File: src/rtl/hdr_sched_pkg.sv
// hdr_sched_pkg: shared state encoding, default widths and pairing rule for the HDR pair scheduler
package hdr_sched_pkg;

   typedef enum logic [1:0] {IDLE, SEEK, RUN} state_t;

   localparam int DEF_CW  = 6;
   localparam int DEF_FCW = 16;

   // Mid-frame beats pair only when neither starts a frame and both agree on frame end
   function automatic logic legal_pair(input logic sop0, input logic sop1, input logic eop0, input logic eop1);
      return !sop0 && !sop1 && (eop0 == eop1);
   endfunction

endpackage

File: src/rtl/hdr_credit_counter.sv
// hdr_credit_counter: saturating credit tracker for the downstream output FIFO
module hdr_credit_counter #(
   parameter int DEPTH = 32,
   parameter int CW    = 6
) (
   input  logic          clk,
   input  logic          reset,
   input  logic          take_i,
   input  logic          give_i,
   output logic [CW-1:0] cred_o,
   output logic          avail_o
);

   localparam logic [CW-1:0] FULL = CW'(DEPTH);

   always_ff @(posedge clk or posedge reset)
      if (reset)
         cred_o <= FULL;
      else if (take_i && !give_i)
         cred_o <= cred_o - CW'(1);
      else if (give_i && !take_i && cred_o != FULL)
         cred_o <= cred_o + CW'(1);

   assign avail_o = cred_o != '0;

endmodule

File: src/rtl/hdr_pair_scheduler.sv
// hdr_pair_scheduler: pairs long/short exposure beats on SOP and issues them to the
// fixed-latency HDR merge stage only when an output-FIFO credit is available
module hdr_pair_scheduler
   import hdr_sched_pkg::*;
#(
   parameter int DATA_WIDTH = 32,
   parameter int FIFO_DEPTH = 32,
   parameter int CW         = DEF_CW,
   parameter int FCW        = DEF_FCW
) (
   input  logic                  clk,
   input  logic                  reset,
   input  logic                  enable_i,
   input  logic                  snk0_valid_i,
   input  logic [DATA_WIDTH-1:0] snk0_data_i,
   input  logic                  snk0_sop_i,
   input  logic                  snk0_eop_i,
   output logic                  snk0_ready_o,
   input  logic                  snk1_valid_i,
   input  logic [DATA_WIDTH-1:0] snk1_data_i,
   input  logic                  snk1_sop_i,
   input  logic                  snk1_eop_i,
   output logic                  snk1_ready_o,
   input  logic                  fifo_pop_i,
   output logic                  hdr_valid_o,
   output logic                  hdr_sop_o,
   output logic                  hdr_eop_o,
   output logic [DATA_WIDTH-1:0] hdr_data0_o,
   output logic [DATA_WIDTH-1:0] hdr_data1_o,
   output logic                  sync_err_o,
   output logic [FCW-1:0]        frame_cnt_o,
   output logic                  busy_o
);

   state_t        state, state_n;
   logic          fire, err, done, avail, both;
   logic [CW-1:0] cred;

   hdr_credit_counter #(.DEPTH(FIFO_DEPTH), .CW(CW)) u_cred (
      .clk     (clk),
      .reset   (reset),
      .take_i  (fire),
      .give_i  (fifo_pop_i),
      .cred_o  (cred),
      .avail_o (avail)
   );

   assign both = snk0_valid_i && snk1_valid_i;

   always_comb begin
      state_n      = state;
      fire         = 1'b0;
      err          = 1'b0;
      done         = 1'b0;
      snk0_ready_o = 1'b0;
      snk1_ready_o = 1'b0;
      unique case (state)
         IDLE: state_n = enable_i ? SEEK : IDLE;
         SEEK: begin
            // Non-SOP beats are flushed; a stream already at SOP waits for its partner
            fire         = enable_i && both && snk0_sop_i && snk1_sop_i && avail;
            snk0_ready_o = fire || (enable_i && snk0_valid_i && !snk0_sop_i);
            snk1_ready_o = fire || (enable_i && snk1_valid_i && !snk1_sop_i);
            state_n      = !enable_i ? IDLE : fire ? RUN : SEEK;
         end
         RUN: begin
            fire         = both && legal_pair(snk0_sop_i, snk1_sop_i, snk0_eop_i, snk1_eop_i) && avail;
            err          = both && !legal_pair(snk0_sop_i, snk1_sop_i, snk0_eop_i, snk1_eop_i);
            done         = fire && snk0_eop_i;
            snk0_ready_o = fire;
            snk1_ready_o = fire;
            state_n      = err ? SEEK : done ? (enable_i ? SEEK : IDLE) : RUN;
         end
         default: state_n = IDLE;
      endcase
   end

   always_ff @(posedge clk or posedge reset)
      if (reset) begin
         state       <= IDLE;
         hdr_valid_o <= 1'b0;
         hdr_sop_o   <= 1'b0;
         hdr_eop_o   <= 1'b0;
         hdr_data0_o <= '0;
         hdr_data1_o <= '0;
         sync_err_o  <= 1'b0;
         frame_cnt_o <= '0;
      end else begin
         state       <= state_n;
         hdr_valid_o <= fire;
         sync_err_o  <= err;
         if (fire) begin
            hdr_sop_o   <= snk0_sop_i;
            hdr_eop_o   <= snk0_eop_i;
            hdr_data0_o <= snk0_data_i;
            hdr_data1_o <= snk1_data_i;
         end
         if (done)
            frame_cnt_o <= frame_cnt_o + FCW'(1);
      end

   assign busy_o = state != IDLE;

   // Credits can never exceed the FIFO size
   assert property (@(posedge clk) disable iff (reset) cred <= CW'(FIFO_DEPTH));

endmodule
File: config.mk
export PLATFORM = sky130hd
export DESIGN_NAME = hdr_pair_scheduler
export DESIGN_NICKNAME = d
export VERILOG_FILES = /design/src/rtl/hdr_sched_pkg.sv /design/src/rtl/hdr_credit_counter.sv /design/src/rtl/hdr_pair_scheduler.sv
export SDC_FILE = /design/constraint.sdc
export NUM_CORES = 1
export LEC_CHECK = 0
export ABC_AREA = 1
export BUFFER_PORTS_ARGS = -buffer_cell sky130_fd_sc_hd__clkbuf_2
export CAP_MARGIN = 20
export CORE_ASPECT_RATIO = 1.4
export CORE_MARGIN = 2
export CORE_UTILIZATION = 36
export CTS_CLUSTER_SIZE = 30
export DETAILED_ROUTE_END_ITERATION = 12
export PLACE_DENSITY_LB_ADDON = 0.2
export SETUP_SLACK_MARGIN = 0.2
export SKIP_LAST_GASP = 1
export SLEW_MARGIN = 5
export SYNTH_ARGS = -nofsm -noshare
export SYNTH_HDL_FRONTEND = slang
export SYNTH_SLANG_ARGS = --single-unit
File: constraint.sdc
create_clock -name clk -period 2.5 [get_ports clk]
set_input_delay 0.25 -clock clk [delete_from_list [all_inputs] [get_ports clk]]
set_output_delay 0.25 -clock clk [all_outputs]
set_load 0.02 [all_outputs]
# Yosys cells after proc, flatten, opt, wreduce, memory -nomap -nowiden
# Cells that the tools add are included.
# word_totals
inputBits,74
out_inout_bits,87
register_bits,92
word_cells,58
# classes
reduce_logical,29
eq_ne,4
muxes,13
add_sub_neg,3
# ops
op,n
logical AND 1 bit,18
adder 16 x 1 -> 16 bit (second input constant),1
two-way mux 6 bit,2
two-way mux 2 bit,4
adder 6 x 1 -> 6 bit (second input constant),1
inequality test 6 bit (second input constant),1
one-hot mux 1 bit (2 select lines),3
one-hot mux 2 bit (3 select lines),1
nonzero test 6 bit,1
subtractor 6 x 1 -> 6 bit (second input constant),1
zero test 1 bit,5
nonzero test 2 bit,2
two-way mux 1 bit,3
equality test 2 x 1 -> 1 bit (second input constant),1
equality test 2 bit (second input constant),1
zero test 2 bit,1
logical OR 1 bit,2
equality test 1 bit,1

# Logic depth before layout (Yosys ltp)
# Gate-level depths: netlist of run 1.
# depth
ltp_word,11
mapped_depth,18
depth_no_buf,18

# Hierarchy
# From an unflattened synthesis of run 1, not the netlist that was laid out.
# hier_totals
hier_cells,503
hier_area_um2,4112.7
# modules_own_cells
module,instances,cells_each,seq_area_each_um2,area_per_inst_um2
hdr_pair_scheduler,1,427,2152.1,3638.5
hdr_credit_counter,1,76,151.4,474.2

# Worst setup path after synthesis of run 1
# Ideal clock, no wire load.
# synth_timing
path_kind,reg-to-reg
startpoint,reg state[0]
endpoint,reg u_cred.cred_o[4]
arrival_ps,1826
required_ps,2382
path_buffers,1
synth_period_minus_slack_ps,1944
path_stages_with_launch,14
setup_ps,118
setup_slack_ps,556
cell_sequence,dfrtp_1 > inv_1 > ha_1 > buf_1 > nand4_2 > nand2_1 > inv_1 > ha_1 > inv_1 > nand2_1 > nand3_1 > nand3_1 > nand3_1 > nand2_1
# synth_via
elab_chain_cells,6
word_cells_on_any_way,9
cone_classes,eq/ne: 2; mux: 2; reduce/logical: 5
# synth_rtl
element,line_no,rtl
"start, declared",hdr_pair_scheduler.sv:35,"state_t state, state_n;"
"start signal, assigned",hdr_pair_scheduler.sv:89,state <= state_n;
equality test 2 bit / equality test 2 x 1 -> 1 bit (equally long branches),hdr_pair_scheduler.sv:57,unique case (state)
one-hot mux 1 bit (2 select lines) (*),hdr_pair_scheduler.sv:57,
zero test 1 bit,hdr_credit_counter.sv:21,else if (give_i && !take_i && cred_o != FULL)
logical AND 1 bit (2 in series),hdr_credit_counter.sv:21,
nonzero test 2 bit (no source line),-,
"end signal, assigned",hdr_credit_counter.sv:20,cred_o <= cred_o - CW'(1);
"end signal, assigned",hdr_credit_counter.sv:22,cred_o <= cred_o + CW'(1);
"end, declared",hdr_credit_counter.sv:10,"output logic [CW-1:0] cred_o,"
# Mark *: on every way between the ends. The rest lies on a longest branch, timed or not.
# A chain may end at the register's enable or synchronous reset.

# Final worst setup path of run 1
# layout_timing
startpoint,reg state[0]
endpoint,out snk1_ready_o
# layout_via
elab_chain_cells,2
word_cells_on_any_way,3
cone_classes,eq/ne: 2; mux: 1
# layout_rtl
element,line_no,rtl
equality test 2 bit / equality test 2 x 1 -> 1 bit (equally long branches),hdr_pair_scheduler.sv:57,
one-hot mux 1 bit (2 select lines) (*),hdr_pair_scheduler.sv:57,
"end, declared",hdr_pair_scheduler.sv:23,"output logic snk1_ready_o,"
# Marked as above.

==> results of run 1 <==
[critical path: stages (launching register included)]
cell,delay [ns]
dfrtp_1,0.38
inv_1,0.08
ha_1,0.49
nand3_1,0.15
o31ai_1,0.21
clkbuf_2,0.21
[final cells by class]
type / instances / share of cell area
sequential: 92 / 0.427
multi-input combinational: 330 / 0.296
timing repair buffer: 165 / 0.160
clock buffer: 11 / 0.0450
tap: 144 / 0.0334
inverter: 35 / 0.0251
clock inverter: 4 / 0.0137
[layer usage]
layer  up-vias  GRT usage  wire [um]
li1       1777          -          -
met1      1636      0.196       4130
met2       111      0.281       5070
met3        12     0.0370        605
met4         0     0.0673        157
met5         -          0          0
[cells in the final DEF, fill, tap and decap left out, types with 2 or more instances in the layout]
| cell type | count |
|---|---|
| nand2_1 | 235 |
| clkbuf_2 | 160 |
| dfrtp_1 | 91 |
| inv_1 | 33 |
| nand3_1 | 14 |
| nor2_1 | 10 |
| xor2_1 | 10 |
| clkbuf_16 | 9 |
| nand4_1 | 8 |
| o21ai_0 | 7 |
| nand2_2 | 6 |
| xnor2_1 | 6 |
| ha_1 | 5 |
| nor2_2 | 4 |
| nand3_2 | 4 |
| nor2_4 | 3 |
| a21oi_1 | 3 |
| buf_4 | 3 |
| o31ai_1 | 2 |
| bufinv_16 | 2 |
| buf_12 | 2 |
[power by group through the flow]
stage | sequential (mW) | clock (mW) | combinational [mW]
floorplan | 2.06 | 0 | 0.403
global placement | 1.86 | 0 | 0.940
detailed placement | 1.87 | 0 | 0.953
CTS | 1.84 | 1.49 | 0.957
global route | 1.87 | 1.56 | 1.06
finish | 1.85 | 1.44 | 0.947
[worst min-delay path by stage]
stage,from,to,slack [ns],depth (start not counted)
2_1_floorplan,snk0_data_i[0],hdr_data0_o[0],0.36,2
3_5_place_dp,reset,hdr_data1_o[24],0.37,2
6_report,reset,hdr_data1_o[24],-0.002,2
3_3_place_gp,reset,hdr_data1_o[28],0.38,2
4_1_cts,reset,hdr_data1_o[24],0.01,2
5_1_grt,reset,hdr_data1_o[28],0.04,2
[registers in the layout, summed over array words and instances (netlist names)]
name           flops
u_cred.cred_o      6
hdr_eop_o          1
sync_err_o         1
frame_cnt_o       16
hdr_sop_o          1
hdr_valid_o        1
hdr_data1_o       32
state              2
hdr_data0_o       32
[cell families after synthesis]
logic type,count (synthesis),share of synthesized area
AO/OA/AOI/OAI,15,0.0211
XOR/XNOR,16,0.0342
adder cells (fa/ha/maj),6,0.0183
buffers and inverters,50,0.0495
flip-flops,92,0.563
AND/OR/NAND/NOR,293,0.314
[repair_timing]
item,in CTS,in global routing
hold buffers,0,0
setup buffers,0,0
endpoints found under the setup margin,0,1
resized for setup,0,3
[per-stage QoR]
stage | cell area, um^2 | setup slack, ns
after global placement | 5070 | 0.449
after detailed placement | 5070 | 0.384
after floorplan | 4100 | 0.556
after CTS | 5390 | 0.375
final | 5390 | 0.413
after global routing | 5390 | 0.214
==> results by group, run 1 <==
Synthesis
  • Mapped Area: 4090 um^2
  • Sequential fraction of the synthesis area: 0.563
  • Unique masters post-synth: 33
  • Mean Syn Cell Area: 8.67 um^2
  • Synth top area share: 0.556
  • Synth top area cells: dfrtp_1 56%, nand2_1 22%, inv_1 3.1%, xor2_1 2.1%, ha_1 1.8%
  • Top_reg_cell synth: dfrtp_1
  • Synth warnings: 0
  • Mapped Cells: 472
  • Top cells by instance count after synthesis: 235 x nand2_1, 91 x dfrtp_1, 34 x inv_1
  • Synthesized Nets: 552
  • Synth area leader: dfrtp_1
  • Dominant cell by count in the synthesized netlist: nand2_1
  • Yosys reg bits: 92
  • Async SR Flop Fraction: 1.00
  • Post-synth EDFFs: 0

CTS
  • # clock sinks: 92
  • TritonCTS buffer count: 9
  • Clk root buf: clkbuf_16
  • Max Buffers Root-to-Sink: 2
  • Reg clk slew, reported paths: 0.06 ns
  • CTS tree: built
  • Htree depth: 3
  • Later-pin clock latency in the skew report: 0.33 ns

Global route
  • Initial antenna violation count: 0
  • GRT Overall Usage: 0.163
  • Global-route wire length before repair: 15600 um
  • Largest net degree at the start of global routing: 66
  • Total congestion overflow: 0
  • Vias in the first global route: 3322

Route
  • Routed WL: 9960 um
  • DR iter-0 viols: 130
  • Drt via density: 4.53
  • Pre-Repair DR Iteration Count: 4
  • Number of remaining DRC errors: 0
  • Drt wl/cell: 12.8 um
  • Total number of vias: 3536
  • DRT antenna net count: 0

Timing
  • Setup tns final: 0 ns
  • Final period util: 0.835
  • Hold slack: -0.00194 ns
  • Final Skew: 0.00623 ns
  • Setup-failing EPs final: 0
  • Final min period: 2.09 ns
  • Peak Freq: 0.479 GHz
  • Worst Tran Pin Value: 0.669 ns
  • Max-slew violation count: 0
  • Final hold vios: 2
  • Max-slew headroom: 0.553
  • RSZ-0062 raised after global routing: false

Power
  • P per Cell Area: 784 nW/um^2
  • Int Power: 2.93 mW
  • Clock power share: 0.340
  • Peak supply drop: 0.300 mV
  • Lkg Pwr: 3.22 nW
  • Power share of the combinational group: 0.224
  • Total power: 4.23 mW
  • Total net switching power: 1.30 mW
  • Share of power burned in registers: 0.436
  • Switch share: 0.307

Setup path
  • CP startpoint kind: flop
  • Setup Crit Path Kind: flop to primary output
  • Data arrival, critical path: 1.84 ns
  • Crit path to: snk1_ready_o
  • Reg2Reg Depth: 15
  • CP Data Required Time: 2.25 ns
  • Crit. End Element: primary output
  • Critical Path Fanout Max: 7
  • Reg2Reg Setup Slack: 0.43 ns
  • Reg2reg start: u_cred.cred_o[0]
  • Worst R2R End: u_cred.cred_o[4]
  • Worst Setup SP: state[0]

Placement
  • RePlAce Congestion: 0.826
  • Cells after DPL: 766
  • # port buffers: 160
  • Hpwl dp: 7410 um

Run status
  • Status: finished, violations left
  • Failing checks: hold timing

Die
  • Row count: 46
  • Die Span X: 94.1 um
  • CORE AREA: 11200 um^2
  • Die area: 12300 um^2
  • Starting Density: 0.365
  • Die Ht: 130 um
  • I/O pins: 161

Finish
  • Syn-to-layout area delta: 31.8%
  • FF/Latch Area: 2300 um^2
  • Share of layout cells above drive strength 1: 0.327
  • Multi-input logic area: 1590 um^2
  • Fin nets: 713
  • # diodes: 0
  • Post-layout util: 0.480
  • Fill cell count: 1107
  • Final cell count without fillers: 781

Flow run
  • Maxcap violations: 0

Worst hold path
  • Worst hold path class: input port to async pin
No activity file was read; power rests on OpenSTA's default activity.
==> run 2, diff against run 1 <==
Settings changed: ABC_AREA 1 to 0.
Clock period 2.5 ns to 2 ns, I/O delays scaled along.
==> run 2 against run 1 <==
The run ends with setup timing left. Worst setup slack got worse by 0.83 ns. Core utilization rose by 12 points. First-iteration DRC count fell by 3.8%. Power rose by 24%. Via count rose by 5.1%. Final cell count rose by 1.9%. Wire length rose by 14%. Area after synthesis fell by 3.9%. Die area fell by 3.8%. Hold slack improved by 0.047 ns. Synthesized cell count fell by 10%. Clock power rose by 16%. Critical endpoint is now snk0_ready_o. Largest power group unchanged.
==> results by group, run 2 <==
Run status
  • Status: finished, violations left
  • Failing checks: setup timing

CTS
  • TritonCTS buffer count: 9
  • Reg clk slew, reported paths: 0.07 ns
  • Later-pin clock latency in the skew report: 0.34 ns
  • Clk root buf: clkbuf_16
  • Htree depth: 3
  • # clock sinks: 92
  • CTS tree: built
  • Max Buffers Root-to-Sink: 2

Route
  • DR iter-0 viols: 125
  • Total number of vias: 3718
  • Drt wl/cell: 14.3 um
  • Drt via density: 4.67
  • Routed WL: 11400 um
  • Number of remaining DRC errors: 0
  • DRT antenna net count: 0
  • Pre-Repair DR Iteration Count: 4

Finish
  • Share of layout cells above drive strength 1: 0.496
  • Fin area: 6440 um^2
  • Commonest non-fill, non-tap cells in the layout: 174 x nand2_1, 158 x clkbuf_2, 91 x dfrtp_1
  • Largest regs: hdr_data0_o x32, hdr_data1_o x32, frame_cnt_o x16
  • Syn-to-layout area delta: 63.7%
  • # diodes: 0
  • Fin nets: 730
  • Most common cell after layout, fill and taps aside: nand2_1

Placement
  • Pre-CTS setup slack: -0.459 ns
  • # port buffers: 160
  • RePlAce Congestion: 0.777
  • Dpl cell area: 5210 um^2
  • Hpwl dp: 7580 um

Setup path
  • Crit. End Element: primary output
  • Reg2Reg Setup Slack: -0.40 ns
  • CP startpoint kind: flop
  • Delay-heaviest family, CP: simple AND/OR/NAND/NOR gates
  • Data arrival, critical path: 2.21 ns
  • Setup Crit Path Kind: flop to primary output
  • CP Data Required Time: 1.80 ns
  • CP Cell Sequence: inv_2 -> ha_4 -> or3b_4 -> o21a_1 -> or3_4 -> buf_6 -> o21ai_2 -> clkbuf_8
  • Buf/Inv on CP: 3
  • Crit-path slowest cell: dfrtp_1
  • Largest stage delay, worst path: 0.38 ns
  • Critical Path Fanout Max: 3

Power
  • Peak supply drop: 0.461 mV
  • Lkg Pwr: 3.57 nW
  • Total power: 5.23 mW
  • P per Cell Area: 812 nW/um^2

Flow run
  • Maxcap violations: 0

Synthesis
  • Dominant cell by count in the synthesized netlist: nand2_1
  • Synth area leader: dfrtp_1
  • Top cells by instance count after synthesis: 208 x nand2_1, 91 x dfrtp_1, 16 x nor2_1
  • Synth top area share: 0.579
  • Synth top area cells: dfrtp_1 58%, nand2_1 20%, xnor2_1 2.4%, xor2_1 2.0%, ha_1 1.9%
  • Post-synth EDFFs: 0
  • Synth warnings: 0
  • Unique masters post-synth: 38
  • Mapped Cells: 425
  • Async SR Flop Fraction: 1.00
  • Top_reg_cell synth: dfrtp_1
  • Yosys reg bits: 92
  • Mapped Area: 3930 um^2
  • Mean Syn Cell Area: 9.25 um^2
  • Sequential fraction of the synthesis area: 0.586
  • Synthesized Nets: 505

Die
  • CORE AREA: 10800 um^2
  • I/O pins: 161
  • Die Span X: 92.3 um
  • Die Ht: 128 um
  • Die area: 11800 um^2
  • Starting Density: 0.366
  • Row count: 45

Timing
  • Final hold vios: 0
  • Hold slack: 0.0452 ns
  • Setup-failing EPs final: 91
  • Peak Freq: 0.415 GHz
  • Worst Tran Pin Value: 0.522 ns
  • Final period util: 1.21
  • Final min period: 2.41 ns
  • Max-slew headroom: 0.651
  • RSZ-0062 raised after global routing: true
  • Max-slew violation count: 0
  • Final Skew: 0.0105 ns
  • Post-route setup slack: -0.412 ns

Worst hold path
  • Worst hold path class: input port to flop

Global route
  • GRT Overall Usage: 0.196
  • Total congestion overflow: 0
  • Global-route wire length before repair: 18100 um
  • Initial antenna violation count: 0
  • Vias in the first global route: 3776
  • Largest net degree at the start of global routing: 43
-- run 2: per-layer routing --
metal	wire length, um	global-route usage
met3	371	0.0364
met1	4330	0.219
met5	0	0
met4	297	0.0896
met2	6380	0.359
-- run 2: area by class of cell --
class	count	area (um^2)
timing repair inverter	1	16.3
multi-input combinational	309	1870
sequential	92	2300
clock buffer	11	253
tap	141	176
timing repair buffer	230	1740
fill	943	4320
inverter	7	42.5
clock inverter	5	41.3
-- run 2: worst paths after layout --
| check | endpoint | startpoint | cells past startpoint |
|---|---|---|---|
| min reg2reg | hdr_data1_o[9] | hdr_data1_o[9] | 2 |
| max reg2reg | hdr_eop_o | state[0] | 12 |
| min | hdr_data1_o[17] | snk1_data_i[17] | 3 |
| max | snk0_ready_o | state[0] | 8 |
| max in group asynchronous | u_cred.cred_o[5] | reset | 4 |
| min in group asynchronous | hdr_data0_o[25] | reset | 3 |
-- run 2: logic make-up (layout without fill, tap and decap cells) --
group | Yosys count | count (layout) | synth area share
DFF | 92 | 92 | 0.586
and+or+nand+nor | 261 | 261 | 0.273
AOI/OAI and AO/OA | 19 | 19 | 0.0331
xor gates and xnor gates | 20 | 20 | 0.0445
muxes | 3 | 3 | 0.00827
adders and majority gates | 6 | 6 | 0.0191
buffers and inverters | 24 | 254 | 0.0363
-- run 2: through the flow --
stage / setup TNS, ns / util / cells
global route: -34.92 / 0.599 / 796
CTS: -26.73 / 0.579 / 792
global placement: -28.79 / 0.485 / 751
floorplan: -13.39 / - / 425
detailed placement: -31.95 / 0.485 / 751
finish: -28.34 / 0.599 / 796
-- run 2: repair_timing --
| action | CTS | global route |
|---|---|---|
| pin swaps | 22 | 53 |
| endpoints found under the hold margin | 19 | 0 |
| setup endpoints to repair | 92 | 93 |
| resized for setup | 66 | 56 |
| hold buffers | 1 | 0 |
| gates cloned | 10 | 1 |
| buffers inserted | 14 | 3 |
-- run 2: where the power goes --
part / internal, mW / total, mW / switching, mW
sequential: 2.11 / 2.26 / 0.149
clock: 0.924 / 1.67 / 0.742
combinational: 0.547 / 1.30 / 0.752
-- run 2: worst reg2reg max path: stages (launching register included) --
cell       delay (ns)
dfrtp_1          0.38
inv_2            0.08
ha_4             0.12
or3b_4           0.37
o21a_1           0.21
or3_4            0.36
buf_6            0.13
buf_6            0.12
buf_12           0.14
clkinv_8         0.08
bufbuf_16        0.26
nand2_1          0.05
nand2_1          0.05
==> run 3, diff against run 2 <==
Settings changed: CORE_MARGIN 2 to not set.
==> run 3 against run 2 <==
Register-to-register slack got worse by 0.06 ns. Non-clock buffer count increased by 10. Final cell count up 0.88%. Largest power group unchanged. Critical path type is now flop to flop. Core utilization increased by 4.2 points. Final area rose by 4.7%. The run still ends with setup timing left. Hold slack gained 0.0084 ns. Global-route usage increased by 1.0 points. Via count rose by 1.7%. Die area is 3.7% lower. First-iteration DRC count down 10%.
==> results by group, run 3 (same netlist as run 2, synthesis figures left out) <==
Run status
  • Status: finished, violations left
  • Failing checks: setup timing

Global route
  • GRT Overall Usage: 0.207
  • Initial antenna violation count: 0
  • Total congestion overflow: 0
  • Vias in the first global route: 3830
  • Global-route wire length before repair: 18400 um
  • Largest net degree at the start of global routing: 35

Timing
  • Final period util: 1.23
  • Setup-failing EPs final: 91
  • Post-route setup slack: -0.464 ns
  • Setup tns final: -28.25 ns
  • Max-slew violation count: 0
  • Final min period: 2.46 ns
  • Final hold vios: 0
  • Peak Freq: 0.406 GHz
  • Worst Tran Pin Value: 0.538 ns
  • RSZ-0062 raised after global routing: true
  • Final Skew: 0.00552 ns
  • Max-slew headroom: 0.640

Setup path
  • CP Data Required Time: 2.22 ns
  • Setup Crit Path Kind: flop to flop
  • Crit. End Element: flop
  • Reg2Reg Setup Slack: -0.46 ns
  • CP startpoint kind: flop
  • Critical Path Fanout Max: 2
  • Data arrival, critical path: 2.69 ns

Power
  • Peak supply drop: 0.519 mV
  • P per Cell Area: 805 nW/um^2
  • Lkg Pwr: 3.82 nW

CTS
  • Later-pin clock latency in the skew report: 0.33 ns
  • Htree depth: 3
  • Max Buffers Root-to-Sink: 2
  • Reg clk slew, reported paths: 0.07 ns
  • TritonCTS buffer count: 9
  • CTS tree: built
  • Clk root buf: clkbuf_16
  • # clock sinks: 92

Route
  • Drt via density: 4.71
  • DR iter-0 viols: 112
  • Routed WL: 11900 um
  • Drt wl/cell: 14.9 um
  • Total number of vias: 3780
  • Number of remaining DRC errors: 0
  • DRT antenna net count: 0
  • Pre-Repair DR Iteration Count: 4

Placement
  • RePlAce Congestion: 0.853
  • Hpwl dp: 7390 um
  • # port buffers: 160
  • Pre-CTS setup slack: -0.446 ns

Worst hold path
  • Worst hold path class: input port to flop

Die
  • CORE AREA: 10500 um^2
  • Die Ht: 126 um
  • Row count: 44
  • Starting Density: 0.374
  • I/O pins: 161
  • Die area: 11400 um^2
  • Die Span X: 90.3 um

Finish
  • Most common cell after layout, fill and taps aside: clkbuf_2
  • Fin nets: 740
  • Share of layout cells above drive strength 1: 0.555
  • FF/Latch Area: 2300 um^2
  • Fill cell count: 871
  • Commonest non-fill, non-tap cells in the layout: 158 x clkbuf_2, 140 x nand2_1, 91 x dfrtp_1
  • # diodes: 0
  • Multi-input logic area: 2050 um^2
  • Syn-to-layout area delta: 71.4%
  • Largest regs: hdr_data0_o x32, hdr_data1_o x32, frame_cnt_o x16

Flow run
  • Maxcap violations: 0
run 3: worst max-delay path: stages (launching register included):
cell and delay, ns:
dfrtp_1 0.40, inv_2 0.08, ha_4 0.12, or3b_4 0.37, o21a_1 0.21, buf_6 0.12
nand3b_4 0.16, xnor2_2 0.14, ha_2 0.20, nor3_2 0.13, nor3b_2 0.21, a31oi_1 0.08
xnor2_1 0.15
run 3: path summary, 6_finish.rpt:
check,to,cells after the start,from
hold / removal,hdr_data1_o[6],3,snk1_data_i[6]
hold reg to reg,hdr_data1_o[31],2,hdr_data1_o[31]
setup / recovery,u_cred.cred_o[2],12,state[0]
setup reg to reg,u_cred.cred_o[2],12,state[0]
min in group asynchronous,hdr_data1_o[0],3,reset
max in group asynchronous,hdr_data1_o[27],4,reset
run 3: per-stage QoR:
| stage | std cells | util | instance area, um^2 | power [mW] | hold slack (ns) |
|---|---|---|---|---|---|
| CTS | 783 | 0.582 | 6120 | 5.38 | 0.0440 |
| global placement | 745 | 0.493 | 5190 | 3.42 | 0.263 |
| finish | 803 | 0.641 | 6740 | 5.42 | 0.0537 |
| floorplan | 425 | - | 4020 | 2.92 | 0.305 |
| global route | 803 | 0.641 | 6740 | 5.69 | 0.0506 |
| detailed placement | 745 | 0.493 | 5190 | 3.44 | 0.272 |
run 3: timing repair:
item,in CTS,in global routing
setup endpoints to repair,92,93
hold buffers,1,0
buffers inserted,12,16
pin swaps,21,69
resized for setup,55,123
hold endpoints to repair,19,0
gates cloned,9,4
run 3: per-layer routing:
| layer | part of all wire | global-route usage | vias up |
|---|---|---|---|
| li1 | - | - | 1822 |
| met3 | 0.024 | 0.0278 | 13 |
| met2 | 0.57 | 0.392 | 99 |
| met1 | 0.39 | 0.232 | 1846 |
| met5 | 0 | 0 | - |
| met4 | 0.015 | 0.0778 | 0 |
run 3: report_power, final:
part	internal [mW]	total, mW	switching [mW]
Clock	1.10	1.83	0.730
Sequential	2.11	2.26	0.146
Combinational	0.558	1.33	0.775
run 3: final cells by class:
class,count,area share
clock buffers,9,0.0334
clock inverters,7,0.0148
inverters,7,0.00631
multi-input cells,309,0.304
flip-flops and latches,92,0.342
well taps,138,0.0256
repair buffers,240,0.272
repair inverters,1,0.00241
